File: config.mk
export PLATFORM = sky130hd
export DESIGN_NAME = imem_load_ctrl
export DESIGN_NICKNAME = d
export VERILOG_FILES = /design/src/rtl/imem_load_ctrl.sv
export SDC_FILE = /design/constraint.sdc
export NUM_CORES = 1
export LEC_CHECK = 0
export BUFFER_PORTS_ARGS = -buffer_cell sky130_fd_sc_hd__buf_2
export CAP_MARGIN = 20
export CORE_MARGIN = 10
export CORE_UTILIZATION = 34
export CTS_CLUSTER_DIAMETER = 50
export CTS_CLUSTER_SIZE = 8
export DETAILED_ROUTE_END_ITERATION = 7
export PLACE_DENSITY = 0.85
export SYNTH_ARGS = -nofsm -noshare
export SYNTH_HDL_FRONTEND = slang
export SYNTH_SLANG_ARGS = --single-unit
File: constraint.sdc
create_clock -name clk -period 1.8 [get_ports clk]
set_input_delay 0 -clock clk [delete_from_list [all_inputs] [get_ports clk]]
set_output_delay 0 -clock clk [all_outputs]
set_load 0.01 [all_outputs]
File: src/rtl/imem_load_ctrl.sv
// Instruction-memory port arbiter: boot/reload image loader vs. fetch stage.
// Latency: fetch data is combinational from mem_rdata; state, counts and fault are registered.
// Backpressure: ld_ready is high only while loading; fetch_stall holds the PC outside RUN.
module imem_load_ctrl #(
    parameter int          DEPTH     = 1024,
    parameter int          AW        = 10,
    parameter logic [31:0] NOP_INSTR = 32'h0000_0013
) (
    input  logic          clk,
    input  logic          rst,
    input  logic          ld_valid,
    input  logic [31:0]   ld_data,
    input  logic          ld_last,
    output logic          ld_ready,
    input  logic          reload,
    input  logic [31:0]   fetch_addr,
    output logic [31:0]   fetch_instr,
    output logic          fetch_stall,
    output logic          fetch_fault,
    output logic          mem_we,
    output logic [AW-1:0] mem_addr,
    output logic [31:0]   mem_wdata,
    input  logic [31:0]   mem_rdata,
    output logic [AW:0]   instr_count,
    output logic          load_done
);

    typedef enum logic [1:0] {
        S_LOAD  = 2'd0,
        S_RUN   = 2'd1,
        S_DRAIN = 2'd2
    } state_t;

    localparam logic [AW:0] WP_LAST = (AW+1)'(DEPTH - 1);
    localparam logic [AW:0] WP_ONE  = (AW+1)'(1);

    state_t      state_q, state_d;
    logic [AW:0] wp_q, wp_d;
    logic [AW:0] cnt_q, cnt_d;
    logic        fault_q, fault_d;
    logic        fetch_legal;

    // Word-aligned and inside the loaded image; any upper address bit set is out of range.
    assign fetch_legal = (fetch_addr[1:0] == 2'b00) && (fetch_addr[31:2] < 30'(cnt_q));

    // Next-state: load progression, fault capture in RUN, and reload teardown.
    always_comb begin
        state_d = state_q;
        wp_d    = wp_q;
        cnt_d   = cnt_q;
        fault_d = fault_q;
        case (state_q)
            S_LOAD: begin
                if (ld_valid) begin
                    wp_d = wp_q + WP_ONE;
                    // The last physical word ends the load even without ld_last.
                    if (ld_last || (wp_q == WP_LAST)) begin
                        state_d = S_RUN;
                        cnt_d   = wp_q + WP_ONE;
                    end
                end
            end
            S_RUN: begin
                if (!fetch_legal) begin
                    fault_d = 1'b1;
                end
                // Teardown happens on the way into DRAIN so the old image is gone immediately.
                if (reload) begin
                    state_d = S_DRAIN;
                    wp_d    = '0;
                    cnt_d   = '0;
                    fault_d = 1'b0;
                end
            end
            S_DRAIN: begin
                state_d = S_LOAD;
                wp_d    = '0;
                cnt_d   = '0;
                fault_d = 1'b0;
            end
            default: begin
                state_d = S_LOAD;
                wp_d    = '0;
                cnt_d   = '0;
                fault_d = 1'b0;
            end
        endcase
    end

    // State registers; rst overrides every other input.
    always_ff @(posedge clk) begin
        if (rst) begin
            state_q <= S_LOAD;
            wp_q    <= '0;
            cnt_q   <= '0;
            fault_q <= 1'b0;
        end else begin
            state_q <= state_d;
            wp_q    <= wp_d;
            cnt_q   <= cnt_d;
            fault_q <= fault_d;
        end
    end

    // Port ownership: loader in LOAD, fetch in RUN, nobody in DRAIN or while in reset.
    always_comb begin
        ld_ready    = 1'b0;
        mem_we      = 1'b0;
        mem_addr    = wp_q[AW-1:0];
        mem_wdata   = ld_data;
        fetch_stall = 1'b1;
        fetch_instr = NOP_INSTR;
        if (!rst) begin
            case (state_q)
                S_LOAD: begin
                    ld_ready = 1'b1;
                    mem_we   = ld_valid;
                end
                S_RUN: begin
                    mem_addr    = fetch_addr[AW+1:2];
                    fetch_stall = 1'b0;
                    fetch_instr = fetch_legal ? mem_rdata : NOP_INSTR;
                end
                default: begin
                    ld_ready = 1'b0;
                end
            endcase
        end
    end

    assign fetch_fault = fault_q;
    assign instr_count = cnt_q;
    assign load_done   = (state_q == S_RUN);

endmodule
Word level (Yosys, flattened, before mapping)
Index checks and enable logic that the tools add are counted.

operators by class
  $lt $le $gt $ge = 1
  muxes and demuxes = 24
  eq/ne operators = 6
  bitwise logic cells = 1
  $add $sub $neg = 1
  reductions and logical operators = 7

operators with widths
  kind                   number
  $mux 32                3
  $mux 11                4
  $pmux 11 s2            2
  $lt 30x11->1           1
  $mux 10                2
  $add 11x1->11 const B  1
  $eq 11x10->1 const B   1
  $mux 1                 8
  $mux 2                 3
  $ne 2x2->1 const B     3
  $logic_not 2->1        2
  $pmux 2 s2             1
  $reduce_and 2->1       2
  $ne 3x3->1 const B     1
  $reduce_and 3->1       1
  $eq 2x1->1 const B     1
  $pmux 1 s2             1
  $logic_and 1x1->1      1
  $logic_or 1x1->1       1
  $not 1->1              1

storage, ports and cells
  bits of input ports = 101
  register bits after elaboration = 25

Depth between registers and ports, before layout
  depth in word-level cells = 5
  mapped depth = 8
  depth with buffers taken out = 7

Least setup slack after synthesis
OpenSTA, ideal clock, no wires.

  path kind = register to output
  start point = reg cnt_q[10], in the netlist instr_count[10]
  end point = out fetch_instr[10]
  data arrival time = 1.955 ns
  slack = -0.155 ns
  stages on the path, launching flop included = 9
  data required time = 1.800 ns
  path buffers = 1
  path through = dfxtp_1 > inv_1 > ha_1 > nor4_1 > nand4_1 > a311o_1 > a211oi_2 > clkbuf_2 > and2_1

on the way
  cells in the longest elaborated chain, start to end = 5

RTL lines
  element                 line  text
  start, declared         39    logic [AW:0] cnt_q, cnt_d;
  start signal, assigned  100   cnt_q <= cnt_d;
  $lt 30x11->1            44    assign fetch_legal = (fetch_addr[1:0] == 2'b00) && (fetch_addr[31:2] < 30'(cnt_q));
  $logic_and 1x1->1       44
  $mux 32                 122   fetch_instr = fetch_legal ? mem_rdata : NOP_INSTR;
  $mux 32                 114   case (state_q)
  $mux 32                 113   if (!rst) begin
  end, declared           17    output logic [31:0] fetch_instr,

Every way passes these cells.

Worst setup path after layout
  start point = reg cnt_q[8], in the netlist instr_count[8]
  end point = out fetch_instr[0]

Same word-level chain as after synthesis.

==> results.py <==
metrics = {
    "min_path": {
        "min_delay_worst_endpoint": "mem_wdata[18]",
        "hold-path-cell-count": 0,
        "timing.hold.worst.start": "ld_data[18]",
        "holdCritPathClass": "in2out",
    },
    "synthesis": {
        "mappedNetlistArea_um2": 2125,
        "yosys_register_bits": 25,
        "ys_warn_count": 0,
        "synth.yosys.seq_area_share": 0.2356,
        "synth_async_sr_flop_share": 0,
        "synth_top_flop_cell": "dfxtp_1",
        "syn-mean-instance-area_um2": 7.698,
        "synthesis.instances": 276,
        "synth_enable_flop_cells": 0,
        "yosys.cell_types.count": 41,
        "synth_nets": 388,
    },
    "setup_path": {
        "r2r_setup_slack_ns": 0.02,
        "kind_of_start_point_of_the_critical_path": "flop",
        "worst_setup_path_end_kind": "output pin",
        "worst-path-max-fanout": 6,
        "crit_required_ns": 1.80,
        "timing.critical_path.slowest_cell_delay_ns": 0.38,
        "crit_chain": "inv_1 > ha_1 > nand2_2 > o21ai_2 > a311o_1 > a211oi_2 > buf_4 > or2b_1 > buf_6",
        "worstSetupPathType": "reg2out",
        "critPathSlowestCell": "a311o_1",
        "regToRegEndpoint": "instr_count[5]",
        "crit_arrival_ns": 2.27,
        "worst_r2r_path_depth": 6,
        "r2r-start": "wp_q[8]",
    },
    "finish": {
        "layout.core_utilization": 0.5198,
        "final_cell_area_um2": 3114,
        "nets_final": 511,
        "area_growth_syn_to_layout_pct": 46.58,
        "n_antenna_cell": 0,
        "final_layout_size_suffix_gt1_frac": 0.5553,
    },
    "status": {
        "status": "finished with violations",
        "violations_in_the_final_reports": "negative setup slack",
    },
    "timing": {
        "setup_total_negative_slack_ns": -13.82,
        "setup_slack_ns": -0.4732,
        "final.period_utilization": 1.263,
        "fmax_mhz": 439.9,
        "fin_worst_hold_slack_ns": 0.000004435,
        "finalSetupViolCount": 32,
        "grt_setup_unrepaired": "yes",
        "timing.final.max_slew_violations": 0,
        "tightestPinTransition_ns": 0.3717,
        "fin_worst_skew_ns": 0.007017,
        "final-hold-violation-count": 0,
        "max-slew-margin-rel": 0.7504,
        "period_needed_ns": 2.273,
    },
    "grt": {
        "grt_max_degree": 17,
        "grt_use_total": 0.1676,
        "grt_first_pass_wirelength_um": 13560,
        "first_global_vias": 2509,
        "antenna_found_initial": 0,
        "grt-ovfl-total": 0,
    },
    "clock_tree": {
        "cts.sink_count": 25,
        "cts_tree": "done",
        "cts-buffers-inserted": 3,
        "clock_insertion_delay_worst_skew_ns": 0.28,
        "clock_pin_slew_worst_setup_and_hold_paths_ns": 0.09,
        "htreeDepth": 1,
        "cts_root_buf": "clkbuf_8",
        "ctsHoldBuffers": 0,
        "cts_max_path_bufs": 2,
    },
    "power_and_ir_drop": {
        "leakagePower_nw": 1.501,
        "power.density_cell_area_nw_per_um2": 456.7,
        "peakVddDrop_mv": 0.2795,
    },
    "placement": {
        "placed_wire_length_estimate_um": 7340,
        "total_cell_area_at_the_placement_stage_um2": 2814,
        "gp_routability_congestion": 0.8680,
        "port_buffer_count": 126,
        "placement.setup.worst_slack_ns": -0.2618,
    },
    "detailed_routing": {
        "drt-total-wl_um": 9296,
        "via_count": 2438,
        "detail-route-antenna-nets": 0,
        "drtPass1Iterations": 7,
        "drc_errors": 0,
        "violation_count_after_the_first_detailed_routing_iteration": 179,
        "via_per_inst": 5.154,
        "avgRoutedWirePerCell_um": 19.65,
    },
    "die": {
        "core-area_um2": 5991,
        "io-pin-count": 191,
        "dieArea_um2": 9811,
        "initial_core_util": 0.3546,
        "placementRows": 28,
        "die_width_um": 99.05,
        "die_y_um": 99.05,
    },
    "job": {
        "max-cap-violations": 0,
    },
}
[critical path, delay by kind of cell, from the launching register on]
family	cells	cell delay, ns
and+or+nand+nor	2	0.34
DFF	1	0.34
adders and majority gates	1	0.28
buffers and inverters	3	0.38
AOI/OAI and AO/OA	3	0.65
[report_power, final]
group	total [mW]	switching (mW)	internal, mW
clock	0.344	0.185	0.159
sequential	0.589	0.0173	0.572
combinational	0.489	0.271	0.218
total	1.42	0.474	0.948
[sequential cells by signal, indices dropped and copies added (netlist names)]
signal / count
fetch_fault: 1
state_q: 2
instr_count: 11
wp_q: 11
[worst max-delay path by stage]
stage / from / end / slack [ns] / depth (start not counted)
floorplan: wp_q[0] / instr_count[0] / 0.03 / 6
global placement: instr_count[7] / fetch_instr[0] / -0.23 / 9
detailed placement: instr_count[7] / fetch_instr[0] / -0.26 / 9
CTS: instr_count[7] / fetch_instr[0] / -0.53 / 9
global route: instr_count[8] / fetch_instr[25] / -0.59 / 10
finish: instr_count[8] / fetch_instr[0] / -0.47 / 9
[metrics by stage]
step / power, mW / cells
final: 1.422 / 473
after global routing: 1.488 / 473
after CTS: 1.399 / 468
after detailed placement: 1.045 / 463
after global placement: 1.031 / 463
after floorplan: 0.9105 / 276
[cells in the mapped netlist, drive strengths merged, types with 8 or more instances]
cell type	number	area share
nand3	12	0.034
and2	30	0.088
nand2	25	0.044
nor3	10	0.026
o21ai	8	0.019
buf	36	0.13
nor2	18	0.032
mux2	10	0.053
inv	12	0.021
dfxtp	25	0.24
clkbuf	10	0.021
a21oi	19	0.045
ha	11	0.065
[cell type report]
class	count	area (µm²)
clock buffers	4	45.04
fillers	544	2877
inverters	12	45.04
multi-input cells	193	1381
flip-flops and latches	25	513.0
well taps	75	93.84
repair buffers	164	1036
[per-layer routing]
metal / wire, µm / track usage
met4: 116 / 0.04300
met1: 2983 / 0.1533
met5: 0 / 0
met3: 1147 / 0.07402
met2: 5048 / 0.3257
[cell families after synthesis]
family,after synthesis,share of synthesized area
simple gates,120,0.3068
buf+inv,58,0.1702
compound gates,43,0.1319
flops,25,0.2356
mux,11,0.05772
fa+ha+maj,11,0.06478
xor+xnor,8,0.03298
[what timing repair did]
item                                    4_1_cts  5_1_grt
cloned                                        1        0
resized for setup                            29       18
setup buffers                                 0        5
pin swaps                                     6        7
endpoints found under the setup margin       43       47
[cells in the final DEF, fill, tap and decap left out, types with 2 or more instances in the layout]
| cell | instances |
|---|---|
| nand4_1 | 5 |
| o31ai_2 | 2 |
| nor2_1 | 18 |
| ha_4 | 2 |
| buf_4 | 35 |
| buf_6 | 18 |
| a21oi_1 | 17 |
| ha_1 | 7 |
| dfxtp_2 | 7 |
| and2_1 | 16 |
| or2b_1 | 2 |
| nand3_1 | 11 |
| o31ai_1 | 4 |
| nor3_1 | 8 |
| xnor2_1 | 2 |
| buf_2 | 110 |
| dfxtp_1 | 17 |
| xor2_1 | 6 |
| nand2b_1 | 4 |
| or3_1 | 5 |
| a22oi_1 | 2 |
| nand2_1 | 24 |
| nor4_1 | 4 |
| inv_1 | 10 |
| ha_2 | 2 |
| mux2_2 | 10 |
| and2_4 | 14 |
| nor3_2 | 2 |
| clkbuf_8 | 3 |
| inv_2 | 2 |
| o21ai_0 | 7 |
Power figures use the tool's default switching activity.
